**src/rtl/seq_mult_ctrl.sv**
```systemverilog
// Job controller for the 6-bit sequential multiplier: loads operands, pulses its reset, waits for Run to fall, captures the product.
// Optional 2-entry operand FIFO in front of the controller when SEQ_MULT_CTRL_FIFO_EN is defined.
module seq_mult_ctrl #(
  parameter int RST_CYCLES = 2,
  parameter int TIMEOUT    = 15
) (
  input  logic        clk_i,
  input  logic        rst_i,
  input  logic        in_valid_i,
  output logic        in_ready_o,
  input  logic [5:0]  in_a_i,
  input  logic [5:0]  in_b_i,
  output logic [5:0]  mult_a_o,
  output logic [5:0]  mult_b_o,
  output logic        mult_reset_o,
  input  logic        mult_run_i,
  input  logic [11:0] mult_product_i,
  output logic        out_valid_o,
  input  logic        out_ready_i,
  output logic [11:0] out_product_o,
  output logic        out_err_o
);

  localparam int TC_W = (TIMEOUT > 1) ? $clog2(TIMEOUT) : 1;
  localparam logic [TC_W-1:0] TC_LAST = TC_W'(TIMEOUT - 1);
  localparam logic [1:0]      RC_LAST = 2'(RST_CYCLES - 1);

  typedef enum logic [1:0] {IDLE, LOAD, BUSY, DONE} state_e;

  state_e            state_q, state_d;
  logic [1:0]        rc_q, rc_d;
  logic [TC_W-1:0]   tc_q, tc_d;
  logic [5:0]        mult_a_q, mult_a_d, mult_b_q, mult_b_d;
  logic [11:0]       prod_q, prod_d;
  logic              err_q, err_d;
  logic              take;
  logic              pair_vld;
  logic [5:0]        pair_a, pair_b;

`ifdef SEQ_MULT_CTRL_FIFO_EN
  logic [11:0] fifo_q [2];
  logic [1:0]  fcnt_q;
  logic        push_req, push, pop;

  assign in_ready_o = !rst_i && (fcnt_q != 2'd2);
  assign push_req   = in_valid_i && in_ready_o;
  // An empty FIFO lets a fresh pair go straight to LOAD without queuing.
  assign pair_vld   = (fcnt_q != 2'd0) || push_req;
  assign {pair_a, pair_b} = (fcnt_q != 2'd0) ? fifo_q[0] : {in_a_i, in_b_i};
  assign push = push_req && !(take && fcnt_q == 2'd0);
  assign pop  = take && (fcnt_q != 2'd0);

  always_ff @(posedge clk_i) begin
    if (rst_i) begin
      fcnt_q    <= 2'd0;
      fifo_q[0] <= '0;
      fifo_q[1] <= '0;
    end else begin
      case ({push, pop})
        2'b10: begin
          fifo_q[fcnt_q[0]] <= {in_a_i, in_b_i};
          fcnt_q            <= fcnt_q + 2'd1;
        end
        2'b01: begin
          fifo_q[0] <= fifo_q[1];
          fcnt_q    <= fcnt_q - 2'd1;
        end
        2'b11:   fifo_q[0] <= {in_a_i, in_b_i};
        default: ;
      endcase
    end
  end
`else
  assign in_ready_o = !rst_i && ((state_q == IDLE) || (state_q == DONE && out_ready_i));
  assign pair_vld   = in_valid_i && in_ready_o;
  assign pair_a     = in_a_i;
  assign pair_b     = in_b_i;
`endif

  always_comb begin
    state_d  = state_q;
    rc_d     = rc_q;
    tc_d     = tc_q;
    mult_a_d = mult_a_q;
    mult_b_d = mult_b_q;
    prod_d   = prod_q;
    err_d    = err_q;
    take     = 1'b0;
    case (state_q)
      IDLE: if (pair_vld) take = 1'b1;
      LOAD: begin
        if (rc_q == RC_LAST) begin
          state_d = BUSY;
          tc_d    = '0;
        end else begin
          rc_d = rc_q + 2'd1;
        end
      end
      BUSY: begin
        tc_d = tc_q + TC_W'(1);
        // Run may still be stale from before the load on the first BUSY edge.
        if (tc_q != '0 && !mult_run_i) begin
          state_d = DONE;
          prod_d  = mult_product_i;
          err_d   = 1'b0;
        end else if (tc_q == TC_LAST) begin
          state_d = DONE;
          prod_d  = '0;
          err_d   = 1'b1;
        end
      end
      DONE: begin
        if (out_ready_i) begin
          if (pair_vld) take = 1'b1;
          else          state_d = IDLE;
        end
      end
      default: state_d = IDLE;
    endcase
    if (take) begin
      state_d  = LOAD;
      rc_d     = '0;
      mult_a_d = pair_a;
      mult_b_d = pair_b;
    end
  end

  always_ff @(posedge clk_i) begin
    if (rst_i) begin
      state_q  <= IDLE;
      rc_q     <= '0;
      tc_q     <= '0;
      mult_a_q <= '0;
      mult_b_q <= '0;
      prod_q   <= '0;
      err_q    <= 1'b0;
    end else begin
      state_q  <= state_d;
      rc_q     <= rc_d;
      tc_q     <= tc_d;
      mult_a_q <= mult_a_d;
      mult_b_q <= mult_b_d;
      prod_q   <= prod_d;
      err_q    <= err_d;
    end
  end

  assign mult_a_o      = mult_a_q;
  assign mult_b_o      = mult_b_q;
  assign mult_reset_o  = rst_i || (state_q == LOAD);
  assign out_valid_o   = (state_q == DONE);
  assign out_product_o = prod_q;
  assign out_err_o     = err_q;

endmodule
```
**config.mk**
```make
export PLATFORM = sky130hd
export DESIGN_NAME = seq_mult_ctrl
export DESIGN_NICKNAME = d
export VERILOG_FILES = /design/src/rtl/seq_mult_ctrl.sv
export SDC_FILE = /design/constraint.sdc
export NUM_CORES = 1
export LEC_CHECK = 0
export BUFFER_PORTS_ARGS = -buffer_cell sky130_fd_sc_hd__buf_4
export CORE_AREA = 5 5 72 55
export CTS_CLUSTER_DIAMETER = 200
export DETAILED_ROUTE_END_ITERATION = 16
export DIE_AREA = 0 0 77 60
export PLACE_DENSITY = 0.76
export SLEW_MARGIN = 5
export SYNTH_ARGS = -nofsm -noshare
export SYNTH_HDL_FRONTEND = slang
export SYNTH_SLANG_ARGS = --single-unit
```
**constraint.sdc**
```tcl
create_clock -name clk_i -period 2.3 [get_ports clk_i]
set_input_delay 0.46 -clock clk_i [delete_from_list [all_inputs] [get_ports clk_i]]
set_output_delay 0.46 -clock clk_i [all_outputs]
set_load 0.005 [all_outputs]
```
==> flow_summary.toml <==
[floorplan]
initial_core_util_pct = 43.87
die_h_um = 60
num_io_pins = 57
rows = 18
die_x_um = 77
core_region_area_mm2 = 0.003266
design.die.area_mm2 = 0.004620

[clock_network]
cts_setup_buffers = 0
h-tree-depth = 2
tritoncts = "done"
cts_buffers = 5
path_clk_slew_ns = 0.07
cts-resized-gates = 0
hold_buffers = 0
clock_latency_ns = 0.28
clockRootBuffer = "clkbuf_8"
clockBufferDepth = 2
clock-sinks = 33

[worst_setup_path]
rr_startpoint = "state_q[0]$_SDFFE_PP0P_"
crit_path_end_kind = "flip-flop"
crit_path_max_incr_delay_ns = 0.73
cpLargestDelayFamily = "simple AND/OR/NAND/NOR gates"
cp_slowest_cell = "or4_1"
worstSetupPathType = "flip-flop to flip-flop"
r2r-end = "rc_q[1]$_SDFFE_PP0P_"
cp.depth = 5
reg2reg_slack_ns = 0.33
crit_start = "state_q[0]$_SDFFE_PP0P_"
crit_chain = "inv_1 > ha_1 > or4_1 > nand2b_1 > a211oi_1"
arrival_ns = 2.11
crit_end = "rc_q[1]$_SDFFE_PP0P_"
crit_buf_inv = 1
critPathMaxFanout = 14
reg2regPathDepth = 5
cp-start-kind = "flip-flop"
required_ns = 2.45

[yosys]
synth_ff_type = "dfxtp_1"
ys_types = 29
ys_seq_area_share_pct = 46.11
syn_area_mm2 = 0.001433
async_flop_share_pct = 0
syn-mean-instance-area_um2 = 8.094
syn_nets = 215
synth_cells = 177
ys_warn_count = 0
ys_ff_latch = 33
synth_edf_count = 0

[timing]
final-hold-violation-count = 0
fin_crit_sh_pct = 85.45
fmax_ghz = 0.5088
setup_viol_count_final = 0
slew_violations = 0
rsz0062_at_grt = "no"
whs_ns = 0.4236
worst_slew_pin_slew_ns = 0.5420
relSlewSlack_pct = 63.76
fin_crit_ns = 1.965
fin_tns_setup_ns = 0
clock_skew_ns = 0.003062

[detailed_routing]
routedWlPerCell_um = 12.62
totalWireLength_mm = 3.471
drc = 0
drt_pre_antenna_iters = 4
via_per_inst = 4.960
drtAntennaViolNets = 0
drt_iter0_drc = 48
vias = 1364

[power]
p_total_mw = 1.679
worst_ir_drop_vdd_mv = 0.5406
leakagePower_nw = 0.8579
powerDensity_mw_per_mm2 = 847.2

[grt]
grt_pass1_vias = 1236
grt_pass1_wl_mm = 5.589
grt_max_degree = 26
antenna_found_initial = 0
grt_overflow = 0
grt_usage_pct = 15.12

[job]
drv_cap = 0

[finish]
fin_nets = 272
diodes = 0
fill_cells = 313
area_delta_synth_final_pct = 38.34
fin_cells = 275
final_layout_size_suffix_gt1_share_pct = 29.79
final_area_mm2 = 0.001982

[placement]
gp_congestion = 0.7954
place_area_mm2 = 0.001899
dp_hpwl_mm = 2.571
io_buffers = 56
place_inst = 267

[worst_hold_path]
hp-class = "input port to flip-flop"
min-delay-start = "mult_product_i[5]"

[outcome]
status = "completed"
power breakdown:
group          internal (mW)  total [mW]  switching, mW
Combinational          0.265       0.572          0.307
Clock                  0.209       0.414          0.204
Sequential             0.644       0.693         0.0491
Total                   1.12        1.68          0.561
stage by stage:
step	util [%]	setup WS, ns
2_1_floorplan	-	0.5523
6_report	60.69	0.3346
3_5_place_dp	58.16	0.3405
4_1_cts	60.69	0.3401
5_1_grt	60.69	0.2214
3_3_place_gp	58.16	0.4155
layout by cell type, fill, tap and decap left out, drive strengths merged:
master / Yosys / routed
nand3: 13 / 13
nor4: 2 / 2
a311oi: 1 / 1
nand4: 1 / 1
or4: 2 / 2
nor2: 8 / 8
buf: 2 / 60
clkinv: 0 / 2
a32oi: 1 / 1
xnor2: 1 / 1
dfxtp: 33 / 33
clkbuf: 8 / 6
and3: 1 / 1
a21o: 2 / 2
nor2b: 3 / 3
a211oi: 1 / 1
nor3: 2 / 2
inv: 7 / 7
mux2i: 1 / 1
a22oi: 2 / 2
nand2b: 3 / 3
o31ai: 1 / 1
or3: 1 / 1
nand2: 37 / 37
a21oi: 29 / 29
or2: 1 / 1
o21ai: 3 / 3
o21a: 2 / 2
ha: 9 / 9
synthesized netlist by cell type (2+ instances only):
library cell | count | area (um2)
nand2_1 | 37 | 138.9
dfxtp_1 | 33 | 660.6
a21oi_1 | 29 | 145.1
nand3_1 | 13 | 65.06
ha_1 | 9 | 112.6
clkbuf_1 | 8 | 30.03
nor2_1 | 8 | 30.03
inv_1 | 7 | 26.28
nor2b_1 | 3 | 18.77
o21ai_0 | 3 | 15.01
a21o_1 | 2 | 15.01
a22oi_1 | 2 | 15.01
buf_2 | 2 | 10.01
nand2b_1 | 2 | 12.51
nor3_1 | 2 | 10.01
nor4_1 | 2 | 12.51
o21a_1 | 2 | 15.01
or4_1 | 2 | 15.01
registers in the layout (all words and copies together), names as in the netlist:
signal and count:
rc_q 2, mult_a_o 6, out_product_o 12, out_err_o 1
state_q 2, tc_q 4, mult_b_o 6
worst reg2reg max path: cells and delay by family, from the launching register on:
| kind | cells | cell delay, ns |
|---|---|---|
| and+or+nand+nor | 2 | 0.96 |
| DFF | 1 | 0.37 |
| AOI/OAI and AO/OA | 1 | 0.06 |
| adders and majority gates | 1 | 0.34 |
| buffers and inverters | 1 | 0.11 |
kinds of logic (layout without fill, tap and decap cells):
family	Yosys count	after routing	synth area share (%)
AND/OR/NAND/NOR	74	74	23.49
AO/OA/AOI/OAI	42	42	16.59
flip-flops	33	33	46.11
buffers and inverters	17	75	4.629
adder cells (fa/ha/maj)	9	9	7.860
XOR/XNOR	1	1	0.6115
multiplexers	1	1	0.6987
routing by layer:
| metal | GRT usage (%) | share of wire, % | vias up |
|---|---|---|---|
| li1 | - | - | 713 |
| met1 | 20.15 | 48 | 602 |
| met2 | 22.97 | 44 | 44 |
| met3 | 5.723 | 7.2 | 5 |
| met4 | 4.412 | 0.84 | 0 |
| met5 | 0 | 0 | - |
worst min path at each step:
stage	to	slack (ns)	cells past startpoint
after floorplan	mult_a_o[0]$_SDFFE_PP0P_	0.45	2
after global placement	mult_b_o[4]$_SDFFE_PP0P_	0.45	2
after detailed placement	mult_a_o[1]$_SDFFE_PP0P_	0.45	2
after CTS	out_product_o[5]$_SDFFE_PP0P_	0.41	3
after global routing	out_product_o[9]$_SDFFE_PP0P_	0.42	3
final	out_product_o[5]$_SDFFE_PP0P_	0.42	3
area by class of cell:
| class | count | area [um2] | area share [%] |
|---|---|---|---|
| clock buffer | 6 | 72.57 | 3.662 |
| timing repair buffer | 60 | 450.4 | 22.73 |
| tap | 40 | 50.05 | 2.525 |
| clock inverter | 2 | 10.01 | 0.5051 |
| sequential | 33 | 660.6 | 33.33 |
| multi-input combinational | 127 | 711.9 | 35.92 |
| inverter | 7 | 26.28 | 1.326 |
Power figures use the tool's default switching activity.
